--- src/rtl/square_pkg.sv ---
// Shared constants and FSM state type for the fixed-point squarer.
package square_pkg;

  localparam int W_DEF    = 26;
  localparam int FRAC_DEF = 16;

  typedef enum logic [1:0] {
    IDLE = 2'd0,
    RUN  = 2'd1,
    DONE = 2'd2
  } state_t;

endpackage

--- src/rtl/fixed_point_square.sv ---
// Sequential unsigned fixed-point squarer, radix-2 shift-add; done pulses W+1 cycles after the accepting edge.
// start is only accepted when busy=0. Defining FIXED_POINT_SQUARE_ROUND_EN rounds half-up instead of truncating.
module fixed_point_square
  import square_pkg::*;
#(
  parameter int W    = W_DEF,
  parameter int FRAC = FRAC_DEF
) (
  input  logic                clk,
  input  logic                rst_,
  input  logic                start,
  input  logic [W-1:0]        x,
  output logic                busy,
  output logic                done,
  output logic [2*W-FRAC-1:0] y
);

  localparam int CW = (W > 1) ? $clog2(W) : 1;
  localparam int YW = 2*W - FRAC;

  state_t          state;
  logic [W-1:0]    xr;
  logic [2*W-1:0]  acc;
  logic [2*W-1:0]  acc_nxt;
  logic [2*W-1:0]  prod;
  logic [CW-1:0]   cnt;

  // MSB-first: shift the partial product left, add x when the current multiplier bit is set.
  always_comb begin
    acc_nxt = (acc << 1) + ({{W{1'b0}}, xr} & {(2*W){xr[cnt]}});
  end

`ifdef FIXED_POINT_SQUARE_ROUND_EN
  localparam logic [2*W-1:0] HALF = (2*W)'(1) << (FRAC-1);
  // (2^W-1)^2 + 2^(FRAC-1) stays below 2^(2W) because FRAC < W, so no carry out.
  always_comb begin
    prod = acc_nxt + HALF;
  end
`else
  always_comb begin
    prod = acc_nxt;
  end
`endif

  always_ff @(posedge clk or posedge rst_) begin
    if (rst_) begin
      state <= IDLE;
      busy  <= 1'b0;
      done  <= 1'b0;
      y     <= '0;
      acc   <= '0;
      cnt   <= '0;
      xr    <= '0;
    end else begin
      case (state)
        IDLE: begin
          done <= 1'b0;
          if (start) begin
            xr    <= x;
            acc   <= '0;
            cnt   <= CW'(W-1);
            busy  <= 1'b1;
            state <= RUN;
          end
        end
        RUN: begin
          acc <= acc_nxt;
          if (cnt == '0) begin
            y     <= YW'(prod >> FRAC);
            busy  <= 1'b0;
            done  <= 1'b1;
            state <= DONE;
          end else begin
            cnt <= cnt - 1'b1;
          end
        end
        DONE: begin
          done <= 1'b0;
          if (start) begin
            xr    <= x;
            acc   <= '0;
            cnt   <= CW'(W-1);
            busy  <= 1'b1;
            state <= RUN;
          end else begin
            state <= IDLE;
          end
        end
        default: begin
          busy  <= 1'b0;
          done  <= 1'b0;
          state <= IDLE;
        end
      endcase
    end
  end

endmodule

--- config.mk ---
export PLATFORM = sky130hd
export DESIGN_NAME = fixed_point_square
export DESIGN_NICKNAME = d
export VERILOG_FILES = /design/src/rtl/square_pkg.sv /design/src/rtl/fixed_point_square.sv
export SDC_FILE = /design/constraint.sdc
export NUM_CORES = 1
export LEC_CHECK = 0
export BUFFER_PORTS_ARGS = -buffer_cell sky130_fd_sc_hd__buf_2
export CORE_MARGIN = 3
export CORE_UTILIZATION = 50
export CTS_BUF_LIST = sky130_fd_sc_hd__clkbuf_16
export CTS_CLUSTER_DIAMETER = 100
export CTS_CLUSTER_SIZE = 14
export DETAILED_ROUTE_END_ITERATION = 16
export MAX_ROUTING_LAYER = met4
export PLACE_DENSITY_LB_ADDON = 0.08
export SETUP_SLACK_MARGIN = 0.1
export SLEW_MARGIN = 15
export SYNTH_ARGS = -nofsm -noshare
export SYNTH_HDL_FRONTEND = slang
export SYNTH_SLANG_ARGS = --single-unit
--- constraint.sdc ---
create_clock -name clk -period 14.01 [get_ports clk]
set_clock_uncertainty 0.15 [all_clocks]
set_input_delay 1.401 -clock clk [delete_from_list [all_inputs] [get_ports clk]]
set_output_delay 1.401 -clock clk [all_outputs]
set_load 0.05 [all_outputs]
# --- Yosys cells after proc, flatten, opt, wreduce, memory -nomap -nowiden ---
# Cells that the tools add are included.
classes:
  reduce_logical: 10
  n_mul: 0
  shift: 0
  add_sub_neg: 2
  bitwise: 1
  order_cmp: 1
  n_mux: 16
  div: 0
  n_eq_ne: 6
op_table:
  columns: ["operator", "n"]
  rows:
  - ["51-bit one-hot mux with 2 select lines", 1]
  - ["52-bit adder", 1]
  - ["26-bit by 52-bit bitwise AND with 52-bit output", 1]
  - ["51-bit 2-to-1 mux", 1]
  - ["5-bit 2-to-1 mux", 2]
  - ["5-bit one-hot mux with 2 select lines", 1]
  - ["2-bit AND reduction", 5]
  - ["5-bit by 6-bit < comparator with 1-bit output (second input constant)", 1]
  - ["1-bit 2-to-1 mux", 6]
  - ["2-bit != test (second input constant)", 3]
  - ["2-bit one-hot mux with 3 select lines", 1]
  - ["1-bit binary-select mux with 5-bit select", 1]
  - ["5-bit zero test", 1]
  - ["5-bit by 1-bit subtractor with 5-bit output (second input constant)", 1]
  - ["2-bit 2-to-1 mux", 2]
  - ["3-bit AND reduction", 1]
  - ["2-bit by 1-bit equality test with 1-bit output (second input constant)", 1]
  - ["2-bit equality test (second input constant)", 1]
  - ["2-bit zero test", 1]
  - ["2-bit by 1-bit != test with 1-bit output (second input constant)", 1]
  - ["1-bit one-hot mux with 2 select lines", 1]
  - ["2-bit nonzero test", 1]
  - ["2-bit OR reduction", 1]
word_totals:
  out_inout_bits: 38
  ff_bits: 122
  mem_bits_ro: 0
  latch_bits: 0
  memories: 0
  mem_bits_rw: 0
  in_bits: 29

# --- Logic depth before layout (Yosys ltp) ---
logic_depth:
  word_depth: 5
  depth_mapped: 20
  depth_no_buf: 17

# --- Least setup slack after synthesis ---
# Ideal clock, no wire load.
synth_path:
  kind: "register to register"
  startpoint: "register cnt[0]"
  endpoint: "register y[9]"
  stages_incl_launch_ff: 17
  required_time_ps: 13729
  t_arrival_ps: 4387
  slack_ps: 9343
  path_buffers: 2
  cell_sequence: "dfrtp_1 > buf_2 > mux4_2 > mux4_2 > o21ai_1 > buf_2 > nor2b_1 > ha_1 > a21o_1 > a221o_1 > a21o_1 > a221o_1 > a21o_1 > a221o_1 > a21oi_2 > xor2_1 > o21ai_1"
synth_via:
  elab_chain_cells: 4
  elab_cells_between_ends: 6
  classes_between: "add/sub: 1; mux: 2; bitwise: 1; reduce/logical: 2"
synth_rtl:
  columns: ["item", "line", "text"]
  rows:
  - ["start, declared", "fixed_point_square.sv:26", "logic [CW-1:0] cnt;"]
  - ["start signal, assigned", "fixed_point_square.sv:61", "cnt <= CW'(W-1);"]
  - ["start signal, assigned", "fixed_point_square.sv:74", "cnt <= cnt - 1'b1;"]
  - ["start signal, assigned", "fixed_point_square.sv:82", "cnt <= CW'(W-1);"]
  - ["1-bit binary-select mux with 5-bit select", "fixed_point_square.sv:30", "acc_nxt = (acc << 1) + ({{W{1'b0}}, xr} & {(2*W){xr[cnt]}});"]
  - ["1-bit 2-to-1 mux (implied by the code)", "fixed_point_square.sv:30", null]
  - ["26-bit by 52-bit bitwise AND with 52-bit output", "fixed_point_square.sv:30", null]
  - ["52-bit adder", "fixed_point_square.sv:30", null]
  - ["end signal, assigned", "fixed_point_square.sv:69", "y <= YW'(prod >> FRAC);"]
  - ["end, declared", "fixed_point_square.sv:15", "output logic [2*W-FRAC-1:0] y"]
# Several ways; a longest one is shown, not always the timed one. The select of a mux whose other input is x is not followed.
# A chain may end at the register's enable or synchronous reset.

# --- Worst setup path in the final report ---
layout_path:
  startpoint: "register cnt[0]"
  endpoint: "register y[24]"
# Same word-level chain as after synthesis.

==> flow_summary.ini <==
[critical_path]
rr_worst_depth = 15
r2r_setup_slack_ns = 8.90
worst_setup_path_start_kind = register
required_time_at_the_worst_slack_endpoint_ns = 14.13
worst_ep_arrival_time_ns = 5.24
path_class = reg2reg
path_max_fanout = 26
setup.worst_path.end_class = register

[global_route]
grt-ovfl-total = 0
global_route.usage.total_pct = 22.2
grt_pass1_vias = 5061
grt_start_max_net_pins = 75
grt_first_pass_wirelength_mm = 24.8
antenna_violations_before_repair = 0

[power]
ir_worst_vdd_mv = 0.118
power-per-cell-area_nw_per_um2 = 272
power_frac_comb_pct = 45.1
p_switching_mw = 0.872
swShare_pct = 41.8
clock_power_share_pct = 24.8
power.internal_mw = 1.21
power.leakage_nw = 3.68
pwr-share-seq_pct = 30.1

[finish]
area.growth.synth_to_final_pct = 18.2
final_cells = 934
fin_nets = 810
antenna_cells_inserted = 0
drive_above_1_share_pct = 16.1
cell_area_after_layout_um2 = 7660
fin_util_pct = 62.0

[clock_tree]
clock_tree.root_cell = clkbuf_16
ctsLongestPathBuffers = 2
worst_skew_pair.late_latency_ns = 0.42
resized_after_cts = 0
htree_levels = 4
tritoncts = yes
hold_buffers = 0
clock_sink_count = 122
postCtsSetupRepairBufs = 0
path_clk_slew_ns = 0.06
tritoncts.num_buffers = 17

[logic_synthesis]
synth_fp_nets = 753
postSynthRegisterBits = 122
synth_cell_type_count = 50
synth_enable_flop_cells = 0
share_of_synthesized_flip_flops_with_an_asynchronous_set_or_reset_pct = 100
yosys-mux-area-fraction_pct = 3.26
post_synth_instance_area_um2 = 6480
synth_fa_ha_area_share_pct = 5.52
yosys.area_share.xor_xnor_pct = 6.89
synth-compound-area-share_pct = 14.7
synth_sequential_area_ratio_pct = 47.1
synth_area_per_cell_um2 = 9.31
synthesis.yosys.warnings = 0
synth_cells = 696
area_share_of_and_or_nand_nor_cells_after_synthesis_pct = 20.1
largest_family_of_logic_cells_by_synthesized_area = simple AND/OR/NAND/NOR gates
ys.flop_type = dfrtp_1

[detailed_routing]
detail_route.vias_per_cell = 5.44
wire_per_inst_um = 15.4
detail_route.iter0.violations = 389
first_pass_iters = 4
antenna_violating_nets_post_route = 0
detail_route.wirelength_mm = 14.4
route.vias.total = 5084
drc = 0

[placement]
globalplace.congestion = 0.859
placed_cell_area_um2 = 6960
place_inst = 902
portBuffers = 66
dp_hpwl_mm = 10.0

[timing]
worst_pin_slew_ns = 1.05
totalNegativeSetupSlack_ns = 0
whs_ns = 0.326
period_utilization_pct = 36.5
rsz_0062_raised_after_global_routing = no
hold_viol_final = 0
maxSlewViolCount = 0
slew_headroom_pct = 30.1
final-setup-viol-count = 0
timing.fmax_ghz = 0.196
finalCriticalPeriod_ns = 5.11

[worst_hold_path]
min_path_cells = 2
timing.hold.worst.class = reg2reg

[job]
timing.max_cap.violations = 0

[run_status]
outcome = completed

[die]
die-area_um2 = 14400
chipHeight_um = 120
pin_count = 67
floorplan.die.width_um = 120
placementRows = 40
floorplan.core_area_um2 = 12400
initial_utilization_pct = 52.4
metrics by stage:
stage | power, mW | worst slack, ns
floorplan | 1.35 | 9.22
global placement | 1.54 | 8.99
detailed placement | 1.57 | 8.93
CTS | 2.10 | 8.87
global route | 2.24 | 8.53
finish | 2.08 | 8.90
synthesized netlist by cell type, types with 6 or more instances:
cell type / instances / share of area [%]
a22o_1: 7 / 0.95
nor3_1: 10 / 0.77
nand3_1: 10 / 0.77
dfrtp_1: 122 / 47
buf_2: 6 / 0.46
nand2_1: 179 / 10
nor2b_1: 28 / 2.7
clkbuf_1: 27 / 1.6
inv_1: 7 / 0.41
nand4_1: 6 / 0.58
a21oi_1: 20 / 1.5
xnor2_1: 32 / 4.3
ha_1: 27 / 5.2
xor2_1: 19 / 2.6
nor2_1: 20 / 1.2
o21ai_1: 59 / 4.6
mux4_2: 7 / 2.4
and3_1: 6 / 0.58
o21ai_0: 27 / 2.1
a21o_1: 18 / 2.1
layer usage:
metal | GRT usage, % | vias up | wire length (µm)
met4 | 7.16 | 0 | 209
met3 | 5.00 | 17 | 576
met1 | 29.1 | 2436 | 6790
met2 | 34.6 | 120 | 6830
met5 | - | - | 0
li1 | - | 2511 | -
cell usage in the layout (no fill, tap or decap), types with 10 or more instances in the layout:
cell type  instances
o21ai_1           59
o21ai_0           27
xnor2_1           32
a21oi_1           20
nand2_1          178
nor2_1            19
ha_1              27
buf_2             66
clkbuf_16         17
dfrtp_1          122
nor2b_1           27
nand3_1           10
nor3_1            10
xor2_1            19
a21o_1            18
state kept, by name (all words and copies together) (netlist names):
| register | count |
|---|---|
| acc | 51 |
| busy | 1 |
| cnt | 5 |
| done | 1 |
| state | 2 |
| xr | 26 |
| y | 36 |
critical path, stage by stage, from the launching register on:
cell and delay [ns]:
dfrtp_1 0.65, mux4_2 0.56, mux4_2 0.47, o21ai_1 0.12, buf_4 0.27, nor2b_1 0.11, ha_1 0.37, a21o_1 0.22
a221oi_1 0.28, a2bb2oi_1 0.19, nand3_1 0.16, o221ai_1 0.29, o21a_1 0.59, nor3_1 0.18, xnor2_1 0.26, o21ai_1 0.09
power groups by stage:
| stage | clock, mW | combinational (mW) | sequential [mW] |
|---|---|---|---|
| 2_1_floorplan | 0 | 0.633 | 0.713 |
| 3_3_place_gp | 0 | 0.912 | 0.626 |
| 3_5_place_dp | 0 | 0.940 | 0.631 |
| 4_1_cts | 0.523 | 0.945 | 0.627 |
| 5_1_grt | 0.540 | 1.05 | 0.648 |
| 6_report | 0.516 | 0.941 | 0.627 |
final timing paths:
kind / start / to
min in group asynchronous: rst_ / acc[39]
min reg2reg: y[21] / y[21]
max: cnt[0] / y[24]
min: y[21] / y[21]
max in group asynchronous: rst_ / acc[30]
max reg2reg: cnt[0] / y[24]
cells by family after synthesis:
| logic type | after synthesis |
|---|---|
| and+or+nand+nor | 284 |
| adders and majority gates | 28 |
| xor gates and xnor gates | 51 |
| muxes | 12 |
| DFF | 122 |
| AOI/OAI and AO/OA | 158 |
| buffers and inverters | 41 |
cell type report:
class	instances	area, µm²
Sequential cell	122	3050
Clock buffer	17	425
Inverter	7	28.8
Timing Repair Buffer	72	388
Fill cell	1097	4700
Clock inverter	15	269
Multi-Input combinational cell	533	3290
Tap cell	168	210
Power figures use the tool's default switching activity.
